## config.mk

```make
export PLATFORM = sky130hd
export DESIGN_NAME = uart_bit_counter
export DESIGN_NICKNAME = d
export VERILOG_FILES = /design/src/rtl/uart_bit_counter.sv
export SDC_FILE = /design/constraint.sdc
export NUM_CORES = 1
export LEC_CHECK = 0
export CORE_AREA = 8 8 45 47
export CTS_CLUSTER_DIAMETER = 120
export CTS_CLUSTER_SIZE = 16
export DETAILED_ROUTE_END_ITERATION = 12
export DIE_AREA = 0 0 53 55
export GPL_TIMING_DRIVEN = 1
export SETUP_SLACK_MARGIN = 0.05
export SYNTH_ARGS = -nofsm -noshare
export SYNTH_HDL_FRONTEND = slang
export SYNTH_SLANG_ARGS = --single-unit
```

## constraint.sdc

```tcl
create_clock -name pclk -period 1.65 [get_ports pclk]
set_input_delay 0.33 -clock pclk [delete_from_list [all_inputs] [get_ports pclk]]
set_output_delay 0.33 -clock pclk [all_outputs]
set_load 0.1 [all_outputs]
```

## src/rtl/uart_bit_counter.sv

```systemverilog
// Loadable bit-period down-counter.
// tick at count 0, half_tick half a bit after a full load.
module uart_bit_counter #(
  parameter int CLKS_PER_BIT = 16
) (
  input  logic                            pclk,
  input  logic                            areset,
  input  logic                            load,
  input  logic [$clog2(CLKS_PER_BIT)-1:0] load_val,
  input  logic                            run,
  output logic                            tick,
  output logic                            half_tick
);
  localparam int CW = $clog2(CLKS_PER_BIT);
  localparam logic [CW-1:0] FULL = CW'(CLKS_PER_BIT - 1);
  localparam logic [CW-1:0] HALF = CW'(CLKS_PER_BIT / 2);

  logic [CW-1:0] cnt;

  // count down, reloading a full bit period on wrap
  always_ff @(posedge pclk) begin
    if (!areset) begin
      cnt <= '0;
    end else if (load) begin
      cnt <= load_val;
    end else if (run) begin
      cnt <= (cnt == '0) ? FULL : cnt - CW'(1);
    end
  end

  assign tick      = run && (cnt == '0);
  assign half_tick = run && (cnt == HALF);

endmodule

```

Word level (Yosys, flattened, before mapping)
Index checks and enable logic that the tools add are counted.
W data, S select, Z words.
- reductions and logical operators: 4
- bitwise gates (word level): 0
- add/subtract/negate cells: 1
- shifts and indexed selects: 0
- multipliers: 0
- mux-type cells: 3
- $lt $le $gt $ge: 0
- divide/modulo/power cells: 0
- equal/unequal tests: 1
- operator list (operator ; count):
    $mux W4 ; 3
    $eq A4 B4 Y1 const B ; 1
    $logic_not A4 Y1 ; 1
    $sub A4 B1 Y4 const B ; 1
    $logic_and A1 B1 Y1 ; 2
    $reduce_bool A2 Y1 ; 1
- memories: 0
- RAM bits: 0
- output and inout bits: 2
- logic and storage cells: 10
- bits in read-only memories: 0
- bits in latches: 0
- input bits: 8
- bits in registers: 4

Logic depth before layout (Yosys ltp)
Gate-level depths: netlist of run 1.
- depth in word-level cells: 4
- gate-level depth with buffers: 5
- gate-level depth less buffers: 5

Least setup slack after synthesis of run 1
OpenSTA, ideal clock, no wires.
- kind: reg2out
- start: register cnt[0]
- end: output port tick
- setup slack: 0.127 ns
- arrival: 1.193 ns
- buffers on the path: 0
- cell stages (with the launch flop): 5
- required time: 1.320 ns
- cells stage by stage: dfxtp_1 inv_1 ha_1 nor2b_1 and3_2
- cells in the longest elaborated chain, start to end: 2
- ends and longest elaborated chain (what ; line ; text):
    from (decl) ; 18 ; logic [CW-1:0] cnt;
    from (signal assigned) ; 25 ; cnt <= load_val;
    from (signal assigned) ; 27 ; cnt <= (cnt == '0) ? FULL : cnt - CW'(1);
    $logic_not A4 Y1 ; 31 ; assign tick = run && (cnt == '0);
    $logic_and A1 B1 Y1 ; 31 ;
    to (decl) ; 11 ; output logic tick,
Every way passes these cells.

Worst setup path after layout of run 1
- start: input port run
- end: output port half_tick
- cells in the longest elaborated chain, start to end: 1
- ends and longest elaborated chain (what ; line ; text):
    from (decl) ; 10 ; input logic run,
    $logic_and A1 B1 Y1 ; 32 ; assign half_tick = run && (cnt == HALF);
    to (decl) ; 12 ; output logic half_tick
Every way passes these cells.

==> results of run 1 <==
## logic make-up (layout without fill, tap and decap cells)
family                     count (synthesis)  after routing  share of synthesized area (%)
xor gates and xnor gates                   1              1                          2.967
adders and majority gates                  2              2                          8.473
and+or+nand+nor                           11             11                          21.61
DFF                                        4              4                          27.12
AOI/OAI and AO/OA                         10             10                          25.85
buffers and inverters                      6             23                          10.59
muxes                                      1              1                          3.390
## area by class of cell
cell class	instances	share of cell area, %
multi-input combinational	25	40.83
timing repair buffer	16	31.78
sequential	4	16.14
clock buffer	3	4.401
tap	16	3.912
inverter	4	2.934
## power groups by stage
stage          Sequential (uW)  Clock (uW)  Combinational, uW
2_1_floorplan              113           0               75.1
3_3_place_gp               113           0                119
3_5_place_dp               113           0                120
4_1_cts                    113         129                140
5_1_grt                    114         134                162
6_report                   114         121                149
## repair_timing
action                                  CTS  global route
pin swaps                                 1             1
setup buffers                             2             3
resized for setup                        10             0
endpoints found under the setup margin    2             2
## how the worst max path moves through the flow
stage,from,to,slack [ns],depth (start not counted)
6_report,run,half_tick,0.06,3
5_1_grt,cnt[0],tick,0.01,5
4_1_cts,run,half_tick,0.05,3
3_5_place_dp,run,half_tick,0.05,3
3_3_place_gp,run,half_tick,0.06,3
2_1_floorplan,cnt[0],tick,0.13,4
## critical path: cells and delay by family
family / cells / cell delay (ns)
AND/OR/NAND/NOR: 1 / 0.25
buffers and inverters: 2 / 0.68
## metrics by stage
stage	instance area [um^2]	hold slack [ns]
2_1_floorplan	295.3	0.4772
3_3_place_gp	424.2	0.5448
3_5_place_dp	424.2	0.5501
4_1_cts	489.2	0.5565
5_1_grt	511.7	0.6036
6_report	511.7	0.5521
## cells in the final DEF (no fill, tap or decap)
master / count
a21oi_1: 2
inv_2: 2
clkdlybuf4s50_1: 7
dfxtp_1: 2
ha_4: 1
and4_4: 1
a21boi_2: 1
o21bai_1: 1
nor2_1: 3
clkbuf_4: 3
nor3b_1: 2
nand2_2: 1
mux2i_1: 1
inv_1: 2
a311o_1: 1
buf_4: 7
nand2_1: 2
a211o_2: 2
buf_12: 2
nor2b_4: 1
o22ai_1: 1
ha_1: 1
dfxtp_2: 2
xor2_1: 1
and3_4: 1
a31oi_1: 1
o21ai_0: 1
## per-layer routing
metal,vias to the layer above,track usage (%),share of wire (%),wire length [um]
met1,137,5.023,46,318
met4,0,3.879,2.4,17
met5,-,0,0,0
met3,2,2.406,4.0,28
met2,7,9.766,48,331
li1,157,-,-,-
==> impl_metrics.yaml, run 1 <==
timing:
  maxSlewHeadroom_pct: 76.64
  setup_tns_ns: 0
  slew_violations: 0
  fin_crit_sh_pct: 96.45
  finalClockSkew_ns: 0.001536
  fmax_mhz: 628.4
  hold_viol: 0
  setup_ws_ns: 0.05861
  rsz0062_at_grt: "true"
  setup_viol: 0
  tightest_slew_ns: 0.3493
  period_minus_slack_ns: 1.591
logic_synthesis:
  synth_edf_count: 0
  synth_seq_cells: 4
  synth_commonest_cells: "dfxtp_1, inv_1, nor2_1"
  ys_seq_area_share_pct: 27.12
  yosysTopAreaCell: "dfxtp_1"
  syn_avg_cell_area_um2: 8.437
  synthesis.nets: 45
  async_flop_share_pct: 0
  yosysUniqueCellTypes: 22
  ys_warn_count: 0
  synth_top_area_share_pct: 27.12
  synth_area_leaders: "dfxtp_1, ha_1, a211o_2"
  synthesis.area_um2: 295.3
  synth_ff_type: "dfxtp_1"
  netlist_instances: 35
finish:
  largest_reg_flops: 4
  syn_to_final_growth_pct: 73.31
  fillCellCount: 139
  drive_gt1_share_pct: 46.15
  nets: 64
  seq_area_um2: 82.58
  final_util_pct: 36.98
  multi_input_area_um2: 209.0
  fin_cells: 68
  reg.largest.list: "cnt x4"
  regMostFlops: "cnt"
  n_antenna_cell: 0
placed_design:
  dp.cells: 60
  io_buffers: 9
  gp_congestion: 0.8087
  place_ws_ns: 0.04849
  dpl.hpwl_um: 524.8
critical_path:
  cpMaxStageDelayCell: "clkdlybuf4s50_1"
  worstPathRequired_ns: 1.32
  cp-start-kind: "input pin"
  slowest_delay_ns: 0.51
  r2r_start: "cnt[0]"
  endpoint_kind: "output pin"
  rr_endpoint: "cnt[3]"
  critPathKind: "in -> out"
  path_max_fanout: 3
  rr_worst_depth: 7
  rrSetupSlack_ns: 0.40
  path_cells: "clkdlybuf4s50_1, and4_4, buf_12"
  crit_arrival_ns: 1.26
grt:
  grt_first_pass_wirelength_mm: 1.166
  grt_max_degree: 10
  first_global_vias: 308
  grt-ovfl-total: 0
  grt_usage_pct: 5.522
  antenna_found_initial: 0
routing:
  vias: 303
  route.antenna.remaining_nets: 0
  dr.pass1.iters: 3
  wire_per_inst_um: 10.22
  drc_errors: 0
  viasPerCell: 4.456
  first_iter_violations: 4
  finalWirelength_um: 695
clocking:
  cts.sinks: 4
  cts-htree-levels: 1
  clkTransAtPathRegs_ns: 0.04
  cts_tree: "yes"
  numCtsBuffers: 3
  clockRootBuffer: "clkbuf_4"
  cts_buffer_depth: 2
  ctsHoldBuffers: 0
  worstSkewPairLatency_ns: 0.23
floorplan:
  chipHeight_um: 55
  io_pins: 10
  placementRows: 14
  initial_utilization_pct: 21.34
  coreArea_um2: 1384
  die_w_um: 53
  die_area_um2: 2915
job:
  maxCapViolations: 0
power:
  clock_power_share_pct: 31.6
  powerDensity_nw_per_um2: 749.1
  p_leak_uw: 0.0002177
  swShare_pct: 30.12
  seqPwrFrac_pct: 29.7
  p_sw_uw: 115.5
  power_uw: 383.4
  ir_drop_v: 0.0002576
  p_int_uw: 267.9
  power_frac_comb_pct: 38.8
run_status:
  status: "completed"
hold_path:
  hold_depth: 3
  whs_endpoint: "cnt[2]"
  hold_class: "reg -> reg"
  holdCritStartpoint: "cnt[2]"
(Power assumes the default switching activity.)
==> run 2: changes to the inputs <==
==> constraint.sdc (replaced) <==
create_clock -name pclk -period 1.28 [get_ports pclk]
set_input_delay 0.256 -clock pclk [delete_from_list [all_inputs] [get_ports pclk]]
set_output_delay 0.256 -clock pclk [all_outputs]
set_load 0.1 [all_outputs]
==> run 2 against run 1 <==
  * The run now ends with negative setup slack left
  * Wire length grew 9.8%
  * Critical path type is now reg -> out
  * Combinational power grew 30%
  * Design area grew 3.2%
  * Utilization grew 1.2 points
  * Global-route usage grew 0.70 points
  * Clock skew is essentially flat
  * Register-to-register slack lost 0.29 ns
==> impl_metrics.yaml, run 2 (same netlist as run 1, synthesis figures left out) <==
grt:
  grt_max_degree: 9
  grt-ovfl-total: 0
  antenna_found_initial: 0
  first_global_vias: 304
  grt_first_pass_wirelength_mm: 1.221
  grt_usage_pct: 6.223
floorplan:
  die_w_um: 53
  die_area_um2: 2915
  placementRows: 14
  chipHeight_um: 55
  io_pins: 10
  coreArea_um2: 1384
  initial_utilization_pct: 21.34
finish:
  final_util_pct: 38.16
  n_antenna_cell: 0
  nets: 66
  drive_gt1_share_pct: 50.00
  fillCellCount: 141
  final_common_cell: "buf_4"
  syn_to_final_growth_pct: 78.81
  fin_cells: 70
  largest_reg_flops: 4
  reg.largest.list: "cnt x4"
  regMostFlops: "cnt"
  final_cell_mix: "buf_4, clkdlybuf4s50_1, nor2_1, clkbuf_4"
routing:
  finalWirelength_um: 763
  drc_errors: 0
  viasPerCell: 4.443
  dr.pass1.iters: 2
  vias: 311
  route.antenna.remaining_nets: 0
  first_iter_violations: 5
  wire_per_inst_um: 10.90
timing:
  maxSlewHeadroom_pct: 78.28
  setup_ws_ns: -0.2257
  slew_violations: 0
  setup_tns_ns: -0.3543
  fmax_mhz: 664.2
  tightest_slew_ns: 0.3248
  setup_viol: 2
  rsz0062_at_grt: "true"
  hold_viol: 0
  fin_crit_sh_pct: 117.6
  finalClockSkew_ns: 0.001907
  period_minus_slack_ns: 1.506
power:
  ir_drop_v: 0.0004132
  powerDensity_nw_per_um2: 940.4
  p_leak_uw: 0.0002276
clocking:
  cts_tree: "yes"
  numCtsBuffers: 3
  clkTransAtPathRegs_ns: 0.04
  cts.sinks: 4
  cts-htree-levels: 1
  worstSkewPairLatency_ns: 0.23
  cts_buffer_depth: 2
  clockRootBuffer: "clkbuf_4"
critical_path:
  slowest_delay_ns: 0.31
  critPathKind: "reg -> out"
  path_cells: "inv_2, ha_4, nor2b_4, and3_4, buf_12"
  rr_endpoint: "cnt[2]"
  cpMaxStageDelayCell: "dfxtp_2"
  endpoint_kind: "output pin"
  rrSetupSlack_ns: 0.11
  path_max_fanout: 3
  rr_worst_depth: 5
  crit_start: "cnt[1]"
  cp-endpoint: "tick"
  r2r_start: "cnt[0]"
  crit_arrival_ns: 1.25
  worstPathRequired_ns: 1.02
  cp-start-kind: "flop"
placed_design:
  gp_congestion: 0.7264
  dp.cells: 64
  io_buffers: 9
  dpl.hpwl_um: 626.1
hold_path:
  hold_class: "reg -> reg"
job:
  maxCapViolations: 0
run_status:
  status: "complete, but fails checks"
  violations: "negative setup slack"
-- run 2: cell types whose count changed in the layout (fill, tap and decap cells not counted) --
cell / previous run / this run
buf_4: 7 / 9
clkdlybuf4s50_1: 7 / 6
dlygate4sd2_1: 0 / 1
ha_1: 1 / 0
ha_2: 0 / 1
-- run 2: layer usage --
metal | GRT usage (%) | wire, um
met1 | 6.212 | 339
met2 | 8.984 | 357
met3 | 1.604 | 35
met4 | 9.052 | 30
met5 | 0 | 0
-- run 2: through the flow --
stage	cell area [um^2]	setup slack (ns)	total power [uW]	hold WS, ns
2_1_floorplan	322.8	0.01464	261.1	0.3995
3_3_place_gp	481.7	-0.1734	328.4	0.5536
3_5_place_dp	481.7	-0.2106	330.7	0.5675
4_1_cts	525.5	-0.2412	506.4	0.5678
5_1_grt	528.0	-0.2737	529.2	0.5896
6_report	528.0	-0.2257	496.6	0.5674
-- run 2: power breakdown --
| part | internal [uW] | switching [uW] |
|---|---|---|
| Sequential | 137 | 9.62 |
| Combinational | 103 | 89.5 |
| Clock | 105 | 52.0 |
-- run 2: timing repair --
item	in CTS	in global routing
setup buffers	3	0
endpoints found under the hold margin	0	0
endpoints found under the setup margin	3	3
resized for setup	1	1
hold buffers	0	0
pin swaps	1	2
-- run 2: worst max-delay path: cells and delay by family, from the launching register on --
kind | cells | cell delay (ns)
adders and majority gates | 1 | 0.14
buffers and inverters | 2 | 0.24
DFF | 1 | 0.31
and+or+nand+nor | 2 | 0.32
-- run 2: how the worst min path moves through the flow --
stage	end	startpoint	slack (ns)	depth (start not counted)
2_1_floorplan	cnt[1]	load_val[1]	0.40	2
3_3_place_gp	cnt[2]	cnt[2]	0.55	3
3_5_place_dp	cnt[2]	cnt[2]	0.57	3
4_1_cts	cnt[1]	load_val[1]	0.57	3
5_1_grt	cnt[1]	load_val[1]	0.59	3
6_report	cnt[2]	cnt[2]	0.57	3
-- run 2: layout make-up --
type / instances / area (um^2) / share of cell area, %
multi-input combinational: 25 / 211.5 / 40.05
timing repair buffer: 18 / 176.4 / 33.41
sequential: 4 / 82.58 / 15.64
clock buffer: 3 / 22.52 / 4.265
tap: 16 / 20.02 / 3.791
inverter: 4 / 15.01 / 2.844
